**config.mk**
```make
export PLATFORM = sky130hd
export DESIGN_NAME = keychain_cmd_ctrl
export DESIGN_NICKNAME = d
export VERILOG_FILES = /design/src/rtl/keychain_cmd_ctrl.sv
export SDC_FILE = /design/constraint.sdc
export NUM_CORES = 1
export LEC_CHECK = 0
export CORE_MARGIN = 2
export CORE_UTILIZATION = 49
export DETAILED_ROUTE_END_ITERATION = 16
export PLACE_DENSITY = 0.86
export SLEW_MARGIN = 20
export SYNTH_ARGS = -nofsm -noshare
export SYNTH_HDL_FRONTEND = slang
export SYNTH_SLANG_ARGS = --single-unit
```
**constraint.sdc**
```tcl
create_clock -name clk_in -period 1.6 [get_ports clk_in]
set_input_delay 0.32 -clock clk_in [delete_from_list [all_inputs] [get_ports clk_in]]
set_output_delay 0.32 -clock clk_in [all_outputs]
set_load 0.05 [all_outputs]
```
**src/rtl/keychain_cmd_ctrl.sv**
```systemverilog
// Command sequencer between the UART byte streams and the keychain cipher core.
// Optional inter-byte frame timeout is enabled by defining KEYCHAIN_TIMEOUT_EN.
module keychain_cmd_ctrl #(
  parameter int KEY_BYTES = 2,
  parameter int MSG_BYTES = 1
`ifdef KEYCHAIN_TIMEOUT_EN
  , parameter int TIMEOUT_CYCLES = 1_000_000
`endif
) (
  input  logic                   clk_in,
  input  logic                   rst_n_in,
  input  logic                   rx_valid_in,
  input  logic [7:0]             rx_data_in,
  input  logic                   tx_ready_in,
  output logic                   tx_valid_out,
  output logic [7:0]             tx_data_out,
  output logic [8*KEY_BYTES-1:0] key_out,
  output logic                   key_valid_out,
  output logic [8*MSG_BYTES-1:0] msg_out,
  output logic                   start_out,
  input  logic                   core_done_in,
  input  logic [8*MSG_BYTES-1:0] core_result_in,
  output logic                   busy_out,
  output logic                   err_out
);

  localparam int KW    = 8 * KEY_BYTES;
  localparam int MW    = 8 * MSG_BYTES;
  localparam int MAXB  = (KEY_BYTES > MSG_BYTES) ? KEY_BYTES : MSG_BYTES;
  localparam int CNT_W = $clog2(MAXB + 1);
  localparam logic [CNT_W-1:0] KEY_LAST = CNT_W'(KEY_BYTES - 1);
  localparam logic [CNT_W-1:0] MSG_LAST = CNT_W'(MSG_BYTES - 1);
  localparam logic [7:0] OP_KEY   = 8'h4B;
  localparam logic [7:0] OP_ENC   = 8'h45;
  localparam logic [7:0] BYTE_ACK = 8'h06;
  localparam logic [7:0] BYTE_NAK = 8'h15;
  localparam logic [7:0] BYTE_ERR = 8'h21;

  typedef enum logic [2:0] {
    S_IDLE, S_KEY_RX, S_MSG_RX, S_START, S_WAIT, S_TX, S_ACK
  } state_t;

  state_t           state, state_nxt;
  logic [CNT_W-1:0] cnt;
  logic [KW-1:0]    shadow;
  logic [KW-1:0]    key_shift;
  logic [MW-1:0]    msg_shift;
  logic [MW-1:0]    res;
  logic [7:0]       ack_byte;
  logic             rx_state, key_last, msg_last, rx_drop, bad_op, no_key_end;
  logic             tmo_hit;

  assign key_shift  = (shadow << 8) | KW'(rx_data_in);
  assign msg_shift  = (msg_out << 8) | MW'(rx_data_in);
  assign rx_state   = (state == S_KEY_RX) || (state == S_MSG_RX);
  assign key_last   = rx_valid_in && (cnt == KEY_LAST);
  assign msg_last   = rx_valid_in && (cnt == MSG_LAST);
  assign bad_op     = (state == S_IDLE) && rx_valid_in &&
                      (rx_data_in != OP_KEY) && (rx_data_in != OP_ENC);
  assign rx_drop    = rx_valid_in && (state inside {S_START, S_WAIT, S_TX, S_ACK});
  assign no_key_end = (state == S_MSG_RX) && msg_last && !key_valid_out;

`ifdef KEYCHAIN_TIMEOUT_EN
  localparam int TW = $clog2(TIMEOUT_CYCLES + 1);
  logic [TW-1:0] tmo_cnt;

  // Idle-cycle counter, only live while a frame is being collected
  always_ff @(posedge clk_in or negedge rst_n_in) begin
    if (!rst_n_in)                     tmo_cnt <= '0;
    else if (rx_state && !rx_valid_in) tmo_cnt <= tmo_cnt + TW'(1);
    else                               tmo_cnt <= '0;
  end

  assign tmo_hit = rx_state && !rx_valid_in && (tmo_cnt == TW'(TIMEOUT_CYCLES - 1));
`else
  assign tmo_hit = 1'b0;
`endif

  always_ff @(posedge clk_in or negedge rst_n_in) begin
    if (!rst_n_in) state <= S_IDLE;
    else           state <= state_nxt;
  end

  always_comb begin
    state_nxt = state;
    case (state)
      S_IDLE:
        if (rx_valid_in) begin
          if (rx_data_in == OP_KEY)      state_nxt = S_KEY_RX;
          else if (rx_data_in == OP_ENC) state_nxt = S_MSG_RX;
          else                           state_nxt = S_ACK;
        end
      S_KEY_RX:
        if (key_last)     state_nxt = S_ACK;
        else if (tmo_hit) state_nxt = S_IDLE;
      S_MSG_RX:
        if (msg_last)     state_nxt = key_valid_out ? S_START : S_ACK;
        else if (tmo_hit) state_nxt = S_IDLE;
      S_START: state_nxt = S_WAIT;
      S_WAIT:  if (core_done_in) state_nxt = S_TX;
      S_TX:    if (tx_ready_in && (cnt == MSG_LAST)) state_nxt = S_IDLE;
      S_ACK:   if (tx_ready_in) state_nxt = S_IDLE;
      default: state_nxt = S_IDLE;
    endcase
  end

  always_comb begin
    busy_out     = (state != S_IDLE);
    start_out    = (state == S_START);
    tx_valid_out = (state == S_TX) || (state == S_ACK);
    tx_data_out  = 8'h00;
    if (state == S_TX)       tx_data_out = res[MW-1 -: 8];
    else if (state == S_ACK) tx_data_out = ack_byte;
  end

  // Frame datapath: key commits atomically on the last key byte; msg_out only moves in MSG_RX
  always_ff @(posedge clk_in or negedge rst_n_in) begin
    if (!rst_n_in) begin
      cnt           <= '0;
      shadow        <= '0;
      key_out       <= '0;
      key_valid_out <= 1'b0;
      msg_out       <= '0;
      res           <= '0;
      ack_byte      <= 8'h00;
      err_out       <= 1'b0;
    end else begin
      err_out <= bad_op || rx_drop || no_key_end || tmo_hit;
      case (state)
        S_IDLE:
          if (rx_valid_in) begin
            cnt <= '0;
            if (bad_op) ack_byte <= BYTE_NAK;
          end
        S_KEY_RX:
          if (rx_valid_in) begin
            cnt    <= cnt + CNT_W'(1);
            shadow <= key_shift;
            if (key_last) begin
              key_out       <= key_shift;
              key_valid_out <= 1'b1;
              ack_byte      <= BYTE_ACK;
            end
          end else if (tmo_hit) begin
            shadow <= '0;
          end
        S_MSG_RX:
          if (rx_valid_in) begin
            cnt <= cnt + CNT_W'(1);
            if (key_valid_out) msg_out <= msg_shift;
            if (no_key_end) ack_byte <= BYTE_ERR;
          end
        S_WAIT:
          if (core_done_in) begin
            res <= core_result_in;
            cnt <= '0;
          end
        S_TX:
          if (tx_ready_in) begin
            res <= res << 8;
            cnt <= cnt + CNT_W'(1);
          end
        default: ;
      endcase
    end
  end

endmodule

```
==> results.md, run 1 <==
* Antenna violations before repair at 0
* Largest net degree at the start of global routing at 36
* Area grow syn2layout at 55.3%
* Cells after DPL at 335
* Critical Path Slowest Stage Cell: dfrtp_1
* Worst setup SP type: register
* Total power at 7210 uW
* Die area at 5450 um^2
* Final cell count without fillers at 355
* Worst path bufs/invs at 3
* Crit. Startpoint: state[1]$_DFFE_PN0P_
* Synthesis Warnings at 0
* WL/cell at 18.5 um
* TritonCTS buffer count at 5
* Min cycle time layout at 1790 ps
* Post-synth ARST share at 1.00
* Failing checks: setup timing
* Worst-path cell chain: buf_6 > nor2b_4 > buf_4 > and3_4 > buf_12
* Root Driver: clkbuf_8
* Filler Cell Count at 296
* GPL Wtd Cong at 0.898
* Final TNS setup at -1750 ps
* Clk buf depth at 2
* Pwr per Cell Area at 1940 nW/um^2
* DR vias/cell at 5.66
* Number of global-route vias before repair at 2037
* Pins over their slew limit at 0
* CTS sink cnt at 52
* TritonCTS clock tree: built
* Clock latency on the worst-skew pair at 310 ps
* Crit path kind: register to output port
* Reg area at 1300 um^2
* Routed via count at 2010
* RSZ-0062 raised after global routing: yes
* Layout cells sized above 1 at 0.556
* Max Fclk at 559 MHz
* DP Wirelength at 4.01 mm
* Worst-path clk slew at 100 ps
* CP max stage delay at 420 ps
* DRT iter0 DRCs at 102
* Max transition margin at 0.698
* Number of enable flip-flop cells after synthesis at 0
* Fin util at 0.786
* Hold path start: rx_valid_in
* H-tree depth at 2
* Drt drc at 0
* Status: finished, violations left
* Core Area at 4720 um^2
* Max VDD drop at 1250 uV
* Tightest Pin Transition at 453 ps
* Die extent in x at 73.9 um
* Setup violators final at 13
* Final setup margin at -188 ps
* Final WL at 6.58 mm
* Multi-input gate area at 1200 um^2
* Global-route wire length before repair at 9.95 mm
* Ant diodes at 0
* Total I/O pin count at 58
* Initial Util at 0.506
* Critical Path AT at 1470 ps
* Period utilisation layout at 1.12
* IO Port Bufs at 57
* Mean Syn Cell Area at 12.3 um^2
* Top cells by area, synth: dfrtp_1 (54%), mux2_2 (16%), a22o_1 (3.3%)
* Synth area leader: dfrtp_1
* Post-synth top area share at 0.544
* Pre-CTS setup slack at -346 ps
* Drt pass-1 iters at 4
* Unique cell type count in the Yosys netlist at 41
* Antenna-violating nets left at 0
* Global route overflow at 0
* WP data required at 1280 ps
* Post-synthesis sequential area ratio at 0.544
* Leakage at 0.00173 uW
* Post-synth top flop: dfrtp_1
* Net Count, Synth at 218
* Hold crit path type: input pin to register
* CP Capture Type: output port
* Max-cap violations at 0
* Skew final at 11.9 ps
* R2r startpoint: state[0]$_DFFE_PN0P_
* GRT Util Overall at 0.244
* Layout net count at 310
* Critical path peak fanout at 4
* Hold Fails Final Rpt at 0
* Crit-path leading delay family: flip-flops
* Cell count after synthesis at 195
* Mapped Area at 2390 um^2
* DIE HEIGHT at 73.9 um
* Rows at 25
* Seq cells post-synth at 52
## cells in the mapped netlist (3+ instances only)
cell      instances
nor2b_1           3
a22o_1            9
nor3_1            4
mux2_2           33
nor2_1           11
a21oi_1           9
and3_1            3
nand2_1           9
buf_2             8
nand2b_1          6
a22oi_1           5
inv_1             4
dfrtp_1          52
## final timing paths
check	end	slack, ps	cells after the start
hold reg to reg	shadow[3]$_DFFE_PN0P_	510	1
max in group asynchronous	key_out[11]$_DFFE_PN0P_	570	3
setup reg to reg	state[0]$_DFFE_PN0P_	-30	5
min in group asynchronous	err_out$_DFF_PN0_	490	2
hold / removal	err_out$_DFF_PN0_	390	3
setup / recovery	tx_data_out[3]	-190	5
## sequential cells by signal (all words and copies together) (netlist names)
register and flops:
cnt 2, msg_out 8, state 3, ack_byte 5, key_out 16, res 8
key_valid_out 1, shadow 8, err_out 1
## layer usage
metal  share of wire  wire length (um)  GRT usage
met2            0.50              3290      0.418
met3           0.063               416     0.0576
met5               0                 0          0
met1            0.41              2680      0.293
met4           0.030               198      0.101
## worst reg2reg max path, cell delays in order (launching register included)
cell      delay [ps]
dfrtp_2          460
buf_12           150
nand2b_4         150
buf_4            150
a221oi_1         360
o311ai_0         220
## placed cells by master, fill, tap and decap left out, types with 2 or more instances in the layout
master and count:
dfrtp_1 51, buf_4 50, mux2_2 31, clkdlybuf4s50_1 18, buf_12 15, buf_6 11, a22o_1 9, nor2_4 7
a21oi_1 6, clkbuf_8 6, a22oi_2 5, nand2_1 5, nand2b_1 5, inv_1 4, and3_4 3, nand2b_4 3
nor2_1 3, nor3_1 3, nand2_2 2, nor2b_2 2, nand2_4 2, and3b_1 2, mux2i_1 2, a21oi_2 2
a31o_2 2, o22a_1 2, mux2_4 2
## power by group
part           total [uW]  internal (uW)  leakage, uW  switching [uW]
clock                 804            355    0.0000516             449
combinational        4300           1900      0.00101            2390
sequential           2110           1800     0.000667             303
## stage by stage
| step | hold slack [ps] | instance area, um^2 |
|---|---|---|
| 2_1_floorplan | 24.4 | 2430 |
| 3_3_place_gp | 283 | 3310 |
| 3_5_place_dp | 287 | 3310 |
| 4_1_cts | 490 | 3610 |
| 5_1_grt | 406 | 3710 |
| 6_report | 385 | 3710 |
## cell families (layout without fill, tap and decap cells)
family,Yosys count,count (layout),synth area share
flops,52,52,0.544
simple gates,47,47,0.110
compound gates,41,41,0.128
mux,35,35,0.164
buf+inv,17,110,0.0392
fa+ha+maj,2,2,0.0105
xor+xnor,1,1,0.00366
## layout make-up
type	instances	area share
flip-flops and latches	52	0.351
well taps	67	0.0226
clock buffers	6	0.0222
clock inverters	2	0.00371
inverters	5	0.00505
repair buffers	97	0.271
multi-input cells	126	0.324
## repair_timing
action                                  4_1_cts  5_1_grt
cloned                                        1        1
pin swaps                                    10        8
endpoints found under the setup margin       14       52
hold buffers                                  1        0
hold endpoints to repair                     17        0
resized for setup                            29       26
setup buffers                                 9        0
Note: power is estimated with default switching activity, not from simulation.
==> run 2: changes to the inputs <==
--- a/config.mk
+++ b/config.mk
@@ -9,6 +9,7 @@
 export CORE_UTILIZATION = 49
 export DETAILED_ROUTE_END_ITERATION = 16
 export PLACE_DENSITY = 0.86
+export REMOVE_ABC_BUFFERS = 1
 export SLEW_MARGIN = 20
 export SYNTH_ARGS = -nofsm -noshare
 export SYNTH_HDL_FRONTEND = slang
==> results.md, run 2 (same netlist as run 1, synthesis figures left out) <==
* Setup violators final at 14 (+1)
* Root Driver: clkbuf_8
* WP data required at 1280 ps (about the same)
* Max transition margin at 0.724 (+0.0263)
* Hold crit path type: input pin to register
* Layout cells sized above 1 at 0.575 (+0.0198)
* Antenna-violating nets left at 0 (unchanged)
* TritonCTS buffer count at 5 (unchanged)
* Fin util at 0.800 (+0.0135)
* Max VDD drop at 1110 uV (-11%)
* GRT Util Overall at 0.251 (+0.00726)
* Final setup margin at -202 ps (-13.5 ps)
* Critical path peak fanout at 6 (+2)
* IO Port Bufs at 57 (unchanged)
* Final TNS setup at -1940 ps (-188 ps)
* Die extent in x at 73.9 um (unchanged)
* Area grow syn2layout at 58.0%
* Hold WS at 423 ps (+37.8 ps)
* WL/cell at 19.4 um (+4.5%)
* Critical Path Slowest Stage Cell: dfrtp_2
* Worst path bufs/invs at 2 (-1)
* Tightest Pin Transition at 414 ps (-39.5 ps)
* RSZ-0062 raised after global routing: yes
* DP Wirelength at 4.22 mm (+5.2%)
* Total I/O pin count at 58 (unchanged)
* Rows at 25 (unchanged)
* Final cell count without fillers at 359 (+1.1%)
* Most flops, register: key_out
* Routed via count at 2090 (+4.0%)
* Failing checks: setup timing
* Worst-path cell chain: nor2b_4 > buf_6 > a22oi_2 > nor2_2 > buf_12
* TritonCTS clock tree: built
* Die area at 5450 um^2 (unchanged)
* DRT iter0 DRCs at 202 (+98%)
* Cells after DPL at 341 (+1.8%)
* Max reg flops at 16 (unchanged)
* Max Fclk at 555 MHz (-0.75%)
* Crit-path leading delay family: flip-flops
* GPL Wtd Cong at 0.905 (+0.75%)
* CTS sink cnt at 52 (unchanged)
* Max-cap violations at 0 (unchanged)
* Number of global-route vias before repair at 2121 (+4.1%)
* Pwr per Cell Area at 1990 nW/um^2 (+2.4%)
* Min cycle time layout at 1800 ps (+13.5 ps)
* Final WL at 6.96 mm (+5.7%)
* Crit path kind: register to output port
* DR vias/cell at 5.82 (+2.8%)
* Clk buf depth at 2 (unchanged)
* CP Capture Type: output port
* Worst setup SP type: register
* Leakage at 0.00177 uW (+2.2%)
* Antenna violations before repair at 0 (unchanged)
* CP max stage delay at 470 ps (+50 ps)
* Hold Fails Final Rpt at 0 (unchanged)
* Drt pass-1 iters at 4 (unchanged)
* Critical Path AT at 1480 ps (about the same)
* Most frequent cells in the layout: buf_4 (59), dfrtp_1 (50), mux2_2 (33)
* Worst-path clk slew at 100 ps (about the same)
* Ant diodes at 0 (unchanged)
* Drt drc at 0 (unchanged)
* Skew final at 12.6 ps (+0.676 ps)
* Global route overflow at 0 (unchanged)
* Status: finished, violations left
* Pre-CTS setup slack at -387 ps (-41.2 ps)
* Clock latency on the worst-skew pair at 300 ps (about the same)
* Period utilisation layout at 1.13 (+0.00846)
* Filler Cell Count at 250 (-16%)
* Largest net degree at the start of global routing at 38 (+5.6%)
* Global-route wire length before repair at 10.3 mm (+3.5%)
* Core Area at 4720 um^2 (unchanged)
* H-tree depth at 2 (unchanged)
* Initial Util at 0.506 (unchanged)
* DIE HEIGHT at 73.9 um (unchanged)
* Commonest non-fill, non-tap cell in the layout: buf_4
* Layout net count at 315 (+1.6%)
* Pins over their slew limit at 0 (unchanged)
[run 2: changes by cell type in the layout (fill, tap and decap cells not counted), moves of 2 or more]
cell,delta
nor2_2,+4
nor2b_2,-2
bufinv_16,+2
mux2_2,+2
nor2b_4,+2
buf_4,+9
buf_6,-5
mux2_4,-2
nor2_4,-4
[run 2: final timing paths]
kind,startpoint,end,slack [ps],depth (start not counted)
worst max register to register,state[0]$_DFFE_PN0P_,cnt[0]$_DFFE_PN0P_,-130,6
min in group asynchronous,rst_n_in,err_out$_DFF_PN0_,480,2
worst min-delay path,rx_valid_in,err_out$_DFF_PN0_,420,3
max in group asynchronous,rst_n_in,key_out[6]$_DFFE_PN0P_,580,3
worst max-delay path,state[1]$_DFFE_PN0P_,tx_data_out[5],-200,5
worst min register to register,shadow[3]$_DFFE_PN0P_,key_out[11]$_DFFE_PN0P_,510,1
[run 2: routing by layer]
layer  track usage  part of all wire
met1         0.323              0.40
met5             0                 0
met3        0.0412             0.050
met4        0.0889             0.031
met2         0.428              0.52
[run 2: final cells by class]
type / instances / area [um^2] / area share
sequential: 52 / 1300 / 0.345
multi-input combinational: 126 / 1210 / 0.320
tap: 67 / 83.8 / 0.0222
timing repair buffer: 102 / 1030 / 0.274
clock inverter: 2 / 60.1 / 0.0159
clock buffer: 5 / 68.8 / 0.0182
inverter: 5 / 18.8 / 0.00497
[run 2: through the flow]
stage               total power [uW]  cell area, um^2
finish                          7510             3780
global route                    7810             3780
CTS                             7170             3670
detailed placement              5740             3320
global placement                5620             3320
floorplan                       4200             2320
[run 2: report_power, final]
part	switching, uW	internal (uW)	total, uW	leakage [uW]
registers	339	1810	2150	0.000666
logic	2410	1930	4340	0.00104
clock network	409	616	1020	0.0000642
[run 2: what timing repair did]
action | in CTS | in global routing
setup endpoints to repair | 43 | 47
hold buffers | 1 | 0
buffers inserted | 8 | 2
endpoints found under the hold margin | 15 | 0
pin swaps | 9 | 11
gates resized for setup | 41 | 24
cloned | 1 | 0
[run 2: tightest hold or removal path, delay by kind of cell]
family / cells / cell delay [ps]
buffers and inverters: 1 / 220
AND/OR/NAND/NOR: 2 / 150
==> run 3: changes to the inputs <==
--- a/config.mk
+++ b/config.mk
@@ -8,6 +8,7 @@
 export CORE_MARGIN = 2
 export CORE_UTILIZATION = 49
 export DETAILED_ROUTE_END_ITERATION = 16
+export HOLD_SLACK_MARGIN = 0.03
 export PLACE_DENSITY = 0.86
 export REMOVE_ABC_BUFFERS = 1
 export SLEW_MARGIN = 20
==> results of run 3 <==
Same layout as run 2: the final DEF is identical, and so are final timing and power.
